===== src/rtl/logic_pkg.sv =====
// Shared constants for the logic unit and the blocks that consume its results.
package logic_pkg;
    localparam int LOGIC_W   = 16;
    localparam int SEL_W     = 3;
    localparam int FLAG_W    = 3;
    localparam int FLAG_ZERO = 0;
    localparam int FLAG_NEG  = 1;
    localparam int FLAG_PAR  = 2;
endpackage


===== src/rtl/logic_result_fifo_if.sv =====
// Push/pop handshake bundle for the logic result FIFO; slave is the FIFO side.
interface logic_result_fifo_if import logic_pkg::*; #(
    parameter int WIDTH = LOGIC_W
);
    logic             in_valid;
    logic             in_ready;
    logic [SEL_W-1:0] in_sel;
    logic [WIDTH-1:0] in_result;
    logic             out_valid;
    logic             out_ready;
    logic [SEL_W-1:0] out_sel;
    logic [WIDTH-1:0] out_result;
    logic             out_zero;
    logic             out_neg;
    logic             out_parity;

    modport master (
        output in_valid, in_sel, in_result, out_ready,
        input  in_ready, out_valid, out_sel, out_result, out_zero, out_neg, out_parity
    );

    modport slave (
        input  in_valid, in_sel, in_result, out_ready,
        output in_ready, out_valid, out_sel, out_result, out_zero, out_neg, out_parity
    );
endinterface


===== src/rtl/logic_flags.sv =====
// Combinational zero/negative/parity flags for a logic or arithmetic result.
module logic_flags import logic_pkg::*; #(
    parameter int WIDTH = LOGIC_W
) (
    input  logic [WIDTH-1:0]  result,
    output logic [FLAG_W-1:0] flags
);
    always_comb begin
        flags            = '0;
        flags[FLAG_ZERO] = (result == '0);
        flags[FLAG_NEG]  = result[WIDTH-1];
        flags[FLAG_PAR]  = ^result;
    end
endmodule


===== src/rtl/logic_result_fifo.sv =====
// Result FIFO: stores {sel, result, flags} per push, pops in order, sticky overflow on rejected pushes.
module logic_result_fifo import logic_pkg::*; #(
    parameter int DEPTH = 4,
    parameter int WIDTH = LOGIC_W
) (
    input  logic                    clk,
    input  logic                    rst_n,
    logic_result_fifo_if.slave      bus,
    input  logic                    clear_ovf,
    output logic [$clog2(DEPTH):0]  count,
    output logic                    overflow
);
    localparam int PTR_W = $clog2(DEPTH);
    localparam int CNT_W = PTR_W + 1;
    localparam int ENT_W = SEL_W + WIDTH + FLAG_W;

    logic [PTR_W-1:0]  wr_ptr_q, wr_ptr_d;
    logic [PTR_W-1:0]  rd_ptr_q, rd_ptr_d;
    logic [CNT_W-1:0]  count_q, count_d;
    logic              overflow_q, overflow_d;
    logic [ENT_W-1:0]  mem_q [DEPTH];
    logic [FLAG_W-1:0] in_flags;
    logic [ENT_W-1:0]  head;
    logic              not_full, not_empty, push, pop;

    logic_flags #(.WIDTH(WIDTH)) u_flags (
        .result (bus.in_result),
        .flags  (in_flags)
    );

    // Ready and valid come from count_q only, so out_ready never reaches in_ready.
    always_comb begin
        not_full   = (count_q < CNT_W'(DEPTH));
        not_empty  = (count_q != '0);
        push       = bus.in_valid && not_full;
        pop        = not_empty && bus.out_ready;
        wr_ptr_d   = push ? wr_ptr_q + PTR_W'(1) : wr_ptr_q;
        rd_ptr_d   = pop  ? rd_ptr_q + PTR_W'(1) : rd_ptr_q;
        count_d    = count_q;
        case ({push, pop})
            2'b10:   count_d = count_q + CNT_W'(1);
            2'b01:   count_d = count_q - CNT_W'(1);
            default: count_d = count_q;
        endcase
        overflow_d = overflow_q;
        if (bus.in_valid && !not_full) begin
            overflow_d = 1'b1;
        end else if (clear_ovf) begin
            overflow_d = 1'b0;
        end
    end

    always_ff @(posedge clk or negedge rst_n) begin
        if (!rst_n) begin
            wr_ptr_q   <= '0;
            rd_ptr_q   <= '0;
            count_q    <= '0;
            overflow_q <= 1'b0;
        end else begin
            wr_ptr_q   <= wr_ptr_d;
            rd_ptr_q   <= rd_ptr_d;
            count_q    <= count_d;
            overflow_q <= overflow_d;
        end
    end

    // Storage is not reset; stale entries are masked by the empty check below.
    always_ff @(posedge clk) begin
        if (push) begin
            mem_q[wr_ptr_q] <= {bus.in_sel, bus.in_result, in_flags};
        end
    end

    always_comb begin
        head           = not_empty ? mem_q[rd_ptr_q] : '0;
        bus.in_ready   = not_full;
        bus.out_valid  = not_empty;
        bus.out_sel    = head[ENT_W-1 -: SEL_W];
        bus.out_result = head[FLAG_W +: WIDTH];
        bus.out_zero   = head[FLAG_ZERO];
        bus.out_neg    = head[FLAG_NEG];
        bus.out_parity = head[FLAG_PAR];
        count          = count_q;
        overflow       = overflow_q;
    end
endmodule


===== src/flat_wrapper.sv =====
// flat-port wrapper written by rule: the top's interface ports become plain ports
module logic_result_fifo_flat import logic_pkg::*;
#(
    parameter int DEPTH = 4,
    parameter int WIDTH = LOGIC_W
)
  (clk, rst_n, clear_ovf, count, overflow, bus_in_valid, bus_in_sel, bus_in_result, bus_out_ready, bus_in_ready, bus_out_valid, bus_out_sel, bus_out_result, bus_out_zero, bus_out_neg, bus_out_parity);
  logic_result_fifo_if #(.WIDTH(WIDTH)) bus_i ();
  input  logic clk;
  input  logic rst_n;
  input  logic clear_ovf;
  output logic [$clog2(DEPTH):0] count;
  output logic overflow;
  input wire logic [$bits(bus_i.in_valid)-1:0] bus_in_valid;
  input wire logic [$bits(bus_i.in_sel)-1:0] bus_in_sel;
  input wire logic [$bits(bus_i.in_result)-1:0] bus_in_result;
  input wire logic [$bits(bus_i.out_ready)-1:0] bus_out_ready;
  output wire logic [$bits(bus_i.in_ready)-1:0] bus_in_ready;
  output wire logic [$bits(bus_i.out_valid)-1:0] bus_out_valid;
  output wire logic [$bits(bus_i.out_sel)-1:0] bus_out_sel;
  output wire logic [$bits(bus_i.out_result)-1:0] bus_out_result;
  output wire logic [$bits(bus_i.out_zero)-1:0] bus_out_zero;
  output wire logic [$bits(bus_i.out_neg)-1:0] bus_out_neg;
  output wire logic [$bits(bus_i.out_parity)-1:0] bus_out_parity;
  assign bus_i.in_valid = bus_in_valid;
  assign bus_i.in_sel = bus_in_sel;
  assign bus_i.in_result = bus_in_result;
  assign bus_i.out_ready = bus_out_ready;
  assign bus_in_ready = bus_i.in_ready;
  assign bus_out_valid = bus_i.out_valid;
  assign bus_out_sel = bus_i.out_sel;
  assign bus_out_result = bus_i.out_result;
  assign bus_out_zero = bus_i.out_zero;
  assign bus_out_neg = bus_i.out_neg;
  assign bus_out_parity = bus_i.out_parity;
  logic_result_fifo #(.DEPTH(DEPTH), .WIDTH(WIDTH)) u_core (.clk(clk), .rst_n(rst_n), .bus(bus_i), .clear_ovf(clear_ovf), .count(count), .overflow(overflow));
endmodule

===== config.mk =====
export PLATFORM = sky130hd
export DESIGN_NAME = logic_result_fifo_flat
export DESIGN_NICKNAME = d
export VERILOG_FILES = /design/src/rtl/logic_pkg.sv /design/src/rtl/logic_result_fifo_if.sv /design/src/rtl/logic_flags.sv /design/src/rtl/logic_result_fifo.sv /design/src/flat_wrapper.sv
export SDC_FILE = /design/constraint.sdc
export NUM_CORES = 1
export LEC_CHECK = 0
export CAP_MARGIN = 25
export CORE_ASPECT_RATIO = 1.25
export CORE_UTILIZATION = 59
export CTS_CLUSTER_DIAMETER = 30
export DETAILED_ROUTE_END_ITERATION = 8
export PLACE_DENSITY = 0.93
export SYNTH_ARGS = -nofsm -noshare
export SYNTH_HDL_FRONTEND = slang
export SYNTH_SLANG_ARGS = --single-unit

===== constraint.sdc =====
create_clock -name clk -period 4.4 [get_ports clk]
set_input_delay 0.66 -clock clk [delete_from_list [all_inputs] [get_ports clk]]
set_output_delay 0.66 -clock clk [all_outputs]
set_load 0.03 [all_outputs]

==> results.md, run 1 <==
- Post-Syn Area per Cell: between 15 and 20 um2
- Via/cell ratio: around 5.5
- Final Instance Count excl. Fillers: 360
- Number of DRC violations after detailed-routing iteration 0: 153
- Cell Pwr Density: ~700 nW/um2
- Top FF cell, synth: sky130_fd_sc_hd__edfxtp_1
- Launching element type of the critical path: flop
- Number of clock buffers inserted by TritonCTS: 9
- Cell taking the most area after synthesis: sky130_fd_sc_hd__edfxtp_1
- Number of top-level pins: 52
- Area Overhead vs Synth: 21.88%
- Number of remaining DRC errors: 0
- Synth area leaders: sky130_fd_sc_hd__edfxtp_1, sky130_fd_sc_hd__mux4_2, sky130_fd_sc_hd__dfrtp_1
- Min Hold Slack: 0.5221 ns
- CTS HTree Levels: 3
- Worst skew pair latency: 0.35 ns
- Floorplan die height: 92.90 um
- TritonCTS clock tree: done
- Dominant cell by count in the synthesized netlist: sky130_fd_sc_hd__edfxtp_1
- Worst slew margin: 0.3499
- Gr usage total: 0.2087
- Global-route wire length before repair: 9908 um
- Kind of end point of the critical path: primary output
- Finished Core Util: 0.7562
- Post-synthesis cell type count: 22
- Share of cells above drive strength 1: 0.1418
- Buffers from clock root to sink, at most: 2
- Number of instances resized during post-cts repair: 0
- Fill cell total of the finished layout: approximately 360
- Setup Crit Path Kind: flop to primary output
- Beginning of the worst hold path: u_core.count[0]
- Post-DR wirelength/cell: 17.85 um
- Die Wd: approximately 75 um
- Clock tree skew after final layout: ~0.012 ns
- Initial antenna violation count: 0
- EDFF count, synth: 84
- Final wirelength: 6426 um
- Fraction of the cycle the final worst path needs: 0.7834
- Final ANT Viol Nets: 0
- Status: completed
- Number of synthesized register bits: slightly above 90
- Time the worst path needs with I/O delays and setup: around 3.4 ns
- Post-DP HPWL: between 4000 and 5000 um
- Full die area: slightly below 7000 um2
- Mapped Nets: 250
- Number of max-slew violations in the final report: 0
- Number of buffers inserted by hold repair at cts: 0
- Post-synthesis async set-or-reset flop share: 0.08696
- Worst hold path type: flop to flop
- Number of warnings printed during yosys synthesis: 0
- Final global-route overflow total: 0
- Standard cell core area: 6286 um2
- Vias in the first global route: between 1500 and 2000
- Setup fix buffers added after clock tree synthesis: 0
- Maximum number of pins on one net before global-route repair: 25
- Fin nets: between 300 and 400
- Root buffer cell: sky130_fd_sc_hd__clkbuf_8
- Slew at the pin with the worst max-slew slack: a little under 1 ns
- Maximum fanout along the worst path: 13
- Input/output buffers: 51
- Proportion of synthesized chip area in sequential cells: 0.6981
- Commonest cells post-synth: sky130_fd_sc_hd__edfxtp_1, sky130_fd_sc_hd__and2_1, sky130_fd_sc_hd__inv_1, sky130_fd_sc_hd__mux4_2, sky130_fd_sc_hd__ha_1
- TritonCTS Sinks: 92
- Setup TNS Final: 0 ns
- Total iterations of the first detailed-routing run: 4
- Total of max-cap violations: 0
- Row count: 32
- Clock-pin transition on the worst setup and hold timing paths: roughly 0.09 ns
- Count of final hold-check violations: 0
- Timing startpoint of the critical path: u_core.rd_ptr_q[0]
- Number of instances in the synthesized netlist: 212
- Via count: 1982
- Overall power after layout: between 3000 and 4000 uW
- Setup repair after global routing missed its margin: no
- Required time of the critical path: approximately 3.7 ns
- Last weighted congestion value of the routability-driven placer: ~0.74
- Post-synthesis instance area: a little under 4000 um2
- Post-synth top area share: 0.6468
- Number of setup violations in the final report: 0
- Starting density of the core: 0.6204
- Peak supply drop: 0.0004731 V
- F_max: 290.1 MHz
- Static leakage power: between 0.0015 and 0.002 uW
- Placed cell count: ~340
- Antenna fix cells: 0
- Arr. time, crit path: about 2.8 ns
- R2r startpoint: u_core.count[2]
==> cell type report <==
class,count,area (um2),share of cell area
Multi-Input combinational cell,87,1007,0.2119
Tap cell,85,106.4,0.02237
Clock buffer,10,137.6,0.02895
Timing Repair Buffer,56,603.1,0.1269
Inverter,24,90.09,0.01895
Clock inverter,6,86.33,0.01816
Sequential cell,92,2723,0.5728
==> critical path, stage by stage, from the launching register on <==
cell	delay, ns
sky130_fd_sc_hd__dfrtp_1	0.73
sky130_fd_sc_hd__buf_4	0.39
sky130_fd_sc_hd__mux4_2	0.53
sky130_fd_sc_hd__and2_1	0.17
sky130_fd_sc_hd__clkdlybuf4s50_1	0.60
==> final timing paths <==
path / endpoint / slack, ns / depth (start not counted)
max: bus_out_result[2] / 0.95 / 4
min: u_core.count[0] / 0.52 / 1
max reg2reg: u_core.count[2] / 1.96 / 8
min reg2reg: u_core.count[0] / 0.52 / 1
max in group asynchronous: u_core.wr_ptr_q[1] / 3.52 / 1
min in group asynchronous: u_core.count[0] / 0.59 / 1
==> layer usage <==
| metal | GRT usage | share of wire |
|---|---|---|
| met5 | 0 | 0 |
| met4 | 0.1321 | 0.038 |
| met3 | 0.05332 | 0.045 |
| met2 | 0.3296 | 0.53 |
| met1 | 0.2524 | 0.39 |
==> layout by cell type, fill, tap and decap left out, drive strengths merged, types with 2 or more instances in the layout <==
cell type,n
dfrtp,8
inv,25
nand4,2
buf,5
mux4,21
o21ai,3
and2,26
clkbuf,10
bufinv,2
xor2,3
edfxtp,84
clkinv,2
ha,13
nor2,2
xnor2,10
clkdlybuf4s50,51
nand2,3
==> power breakdown <==
group / internal, uW / switching, uW / total (uW) / leakage (uW)
sequential: 1120 / 114 / 1230 / 0.000859
clock: 335 / 280 / 616 / 0.000113
combinational: 681 / 740 / 1420 / 0.000730
total: 2130 / 1130 / 3270 / 0.00170
==> cells by family (layout without fill, tap and decap cells) <==
| family | count (synthesis) | count (layout) | share of synthesized area |
|---|---|---|---|
| AOI/OAI and AO/OA | 3 | 3 | 0.003849 |
| muxes | 21 | 21 | 0.1242 |
| buffers and inverters | 33 | 96 | 0.04363 |
| and+or+nand+nor | 36 | 36 | 0.05422 |
| adders and majority gates | 14 | 14 | 0.04684 |
| DFF | 92 | 92 | 0.6981 |
| xor gates and xnor gates | 13 | 13 | 0.02919 |
==> state kept, by name, summed over array words and instances (netlist names) <==
| name | count |
|---|---|
| u_core.count | 3 |
| u_core.mem_q | 84 |
| u_core.overflow | 1 |
| u_core.rd_ptr_q | 2 |
| u_core.wr_ptr_q | 2 |
==> per-stage QoR <==
stage	setup slack, ns	instance area [um2]
global route	0.8166	4753
global placement	1.356	4444
finish	0.9530	4753
detailed placement	1.323	4472
floorplan	1.952	3900
CTS	0.9214	4696
Note: power is estimated with default switching activity, not from simulation.
==> inputs of run 2 (changes only) <==
--- a/config.mk
+++ b/config.mk
@@ -7,10 +7,10 @@
 export LEC_CHECK = 0
 export CAP_MARGIN = 25
 export CORE_ASPECT_RATIO = 1.25
-export CORE_UTILIZATION = 59
+export CORE_UTILIZATION = 54
 export CTS_CLUSTER_DIAMETER = 30
 export DETAILED_ROUTE_END_ITERATION = 8
-export PLACE_DENSITY = 0.93
+export PLACE_DENSITY = 0.87
 export SYNTH_ARGS = -nofsm -noshare
 export SYNTH_HDL_FRONTEND = slang
 export SYNTH_SLANG_ARGS = --single-unit
==> constraint.sdc (replaced) <==
create_clock -name clk -period 3.3 [get_ports clk]
set_input_delay 0.495 -clock clk [delete_from_list [all_inputs] [get_ports clk]]
set_output_delay 0.495 -clock clk [all_outputs]
set_load 0.03 [all_outputs]
==> results.md, run 2 (synthesis results as in run 1) <==
- Input/output buffers: 51 (unchanged)
- Placement Cell Area: 4521 um2 (+1.1%)
- Setup repair after global routing missed its margin: no
- Buffers from clock root to sink, at most: 2 (unchanged)
- Maximum fanout along the worst path: 20 (+7)
- Most common cell after layout, fill and taps aside: sky130_fd_sc_hd__edfxtp_1
- Number of buffers inserted by hold repair at cts: 0 (unchanged)
- Post-DP HPWL: 4231 um (-0.19%)
- Critical path, cell by cell: buf_12 > mux4_1 > and2_1 > clkdlybuf4s50_1
- Switching part of the total: 0.3359 (-0.01117)
- Timing startpoint of the critical path: u_core.rd_ptr_q[0]
- Slew at the pin with the worst max-slew slack: 0.6937 ns (-0.2815 ns)
- Worst hold path type: input pin to asynchronous set/reset pin
- Via/cell ratio: 5.305 (-3.6%)
- Number of max-slew violations in the final report: 0 (unchanged)
- Post-DR wirelength/cell: 18.05 um (+1.1%)
- Clock-pin transition on the worst setup and hold timing paths: 0.09 ns (about the same)
- Maximum number of pins on one net before global-route repair: 25 (unchanged)
- Arr. time, crit path: 2.39 ns (-0.40 ns)
- Crit path buffers/inverters: 2 (unchanged)
- Setup fix buffers added after clock tree synthesis: 0 (unchanged)
- Share of cells above drive strength 1: 0.1480 (+0.006196)
- Vias in the first global route: 2054 (+3.8%)
- TritonCTS clock tree: done
- Row count: 34 (+6.3%)
- Via count: 1947 (-1.8%)
- Setup Crit Path Kind: flop to primary output
- Final wirelength: 6624 um (+3.1%)
- Fin nets: 310 (+0.65%)
- Total of max-cap violations: 0 (unchanged)
- Static leakage power: 0.001726 uW (+1.4%)
- Setup TNS Final: 0 ns (unchanged)
- Number of setup violations in the final report: 0 (unchanged)
- Die Wd: 78.01 um (+4.4%)
- Final ANT Viol Nets: 0 (unchanged)
- Worst skew pair latency: 0.36 ns (about the same)
- Gr usage total: 0.1944 (-0.01433)
- Combinational power share: 0.432 (-0.003)
- CP delay by family, top: buffers and inverters
- Area Overhead vs Synth: 22.65%
- Master of the slowest instance on the critical path: sky130_fd_sc_hd__clkdlybuf4s50_1
- TritonCTS Sinks: 92 (unchanged)
- Root buffer cell: sky130_fd_sc_hd__clkbuf_8
- NetSw: 1512 uW (+33%)
- Max FFs per register: 84 (unchanged)
- Cell Pwr Density: 940.8 nW/um2 (+37%)
- Initial antenna violation count: 0 (unchanged)
- F_max: about 350 MHz
- Antenna fix cells: 0 (unchanged)
- CTS HTree Levels: 3 (unchanged)
- R2r startpoint: u_core.count[2]
- Launching element type of the critical path: flop
- Last weighted congestion value of the routability-driven placer: 0.7257 (-2.2%)
- Required time of the critical path: 2.80 ns (-0.94 ns)
- Count of final hold-check violations: 0 (unchanged)
- Global-route wire length before repair: 10370 um (+4.7%)
- Time the worst path needs with I/O delays and setup: around 2.9 ns
- Floorplan die height: 97.02 um (+4.4%)
- Number of remaining DRC errors: 0 (unchanged)
- Final global-route overflow total: 0 (unchanged)
- Clock network power share: 0.214 (+0.026)
- Kind of end point of the critical path: primary output
- Leading cell types in the layout, fill and taps excluded: sky130_fd_sc_hd__edfxtp_1, sky130_fd_sc_hd__clkdlybuf4s50_1, sky130_fd_sc_hd__and2_1
- Biggest register: u_core.mem_q
- Standard cell core area: 6977 um2 (+11%)
- Peak supply drop: 0.0005847 V (+24%)
- Total iterations of the first detailed-routing run: 4 (unchanged)
- Full die area: 7568 um2 (+9.0%)
- Number of top-level pins: 52 (unchanged)
- Internal: 2988 uW (+40%)
- Starting density of the core: 0.5590 (-0.06142)
- Number of clock buffers inserted by TritonCTS: 9 (unchanged)
- Overall power after layout: 4500 uW (+38%)
- Worst slew margin: 0.5375 (+0.1877)
- Fraction of the cycle the final worst path needs: 0.8733
- Number of instances resized during post-cts repair: 0 (unchanged)
- Status: completed
- Sequential group share of total power: 0.354 (-0.023)
- Critical Path Max Stage Delay: 0.60 ns (-0.13 ns)
- Final instance area: 4783 um2 (+0.63%)
- Number of DRC violations after detailed-routing iteration 0: 137 (-10%)
- Clock tree skew after final layout: 0.007000 ns (-0.004833 ns)
[run 2: cell types whose count changed in the layout (fill, tap and decap cells not counted), sizes merged]
| cell | before | now |
|---|---|---|
| clkinvlp | 1 | 0 |
| buf | 5 | 7 |
| clkbuf | 10 | 9 |
| clkinv | 2 | 3 |
| inv | 25 | 24 |
| bufinv | 2 | 4 |
[run 2: area by class of cell]
type / count / area (um2)
inverters: 24 / 90.09
well taps: 90 / 112.6
repair buffers: 58 / 588.1
clock inverters: 7 / 138.9
multi-input cells: 87 / 1007
flip-flops and latches: 92 / 2723
fillers: 478 / 2193
clock buffers: 9 / 123.9
[run 2: worst paths after layout]
path,to,slack [ns],cells after the start
min reg2reg,u_core.count[0],0.52,1
max reg2reg,u_core.count[2],0.92,8
min,u_core.rd_ptr_q[1],0.41,1
max,bus_out_parity,0.42,4
min in group clk,u_core.count[0],0.52,1
max in group asynchronous,u_core.wr_ptr_q[1],2.61,1
[run 2: stage by stage]
stage	hold slack (ns)	util	std cells	setup slack, ns
final	0.4077	0.6856	367	0.4180
after global routing	0.4212	0.6856	367	0.2839
after CTS	0.4001	0.6856	367	0.3811
after detailed placement	0.5112	0.6480	351	0.8053
after global placement	0.5046	0.6480	351	0.8120
after floorplan	0.1994	-	212	1.017
[run 2: power groups by stage]
stage               sequential, uW  clock, uW  combinational (uW)
floorplan                     1620          0                1300
global placement              1610          0                1930
detailed placement            1620          0                1960
CTS                           1590        979                1970
global route                  1610       1020                2080
finish                        1590        963                1940
[run 2: routing by layer]
layer,track usage,vias to the layer above,share of wire
li1,-,902,-
met1,0.2323,977,0.42
met2,0.3118,56,0.52
met3,0.05566,12,0.038
met4,0.1168,0,0.019
met5,0,-,0
==> inputs of run 3 (changes only) <==
--- a/config.mk
+++ b/config.mk
@@ -10,6 +10,7 @@
 export CORE_UTILIZATION = 54
 export CTS_CLUSTER_DIAMETER = 30
 export DETAILED_ROUTE_END_ITERATION = 8
+export HOLD_SLACK_MARGIN = 0.12
 export PLACE_DENSITY = 0.87
 export SYNTH_ARGS = -nofsm -noshare
 export SYNTH_HDL_FRONTEND = slang
==> results of run 3 <==
No change in the layout: final DEF, timing and power equal those of run 2.
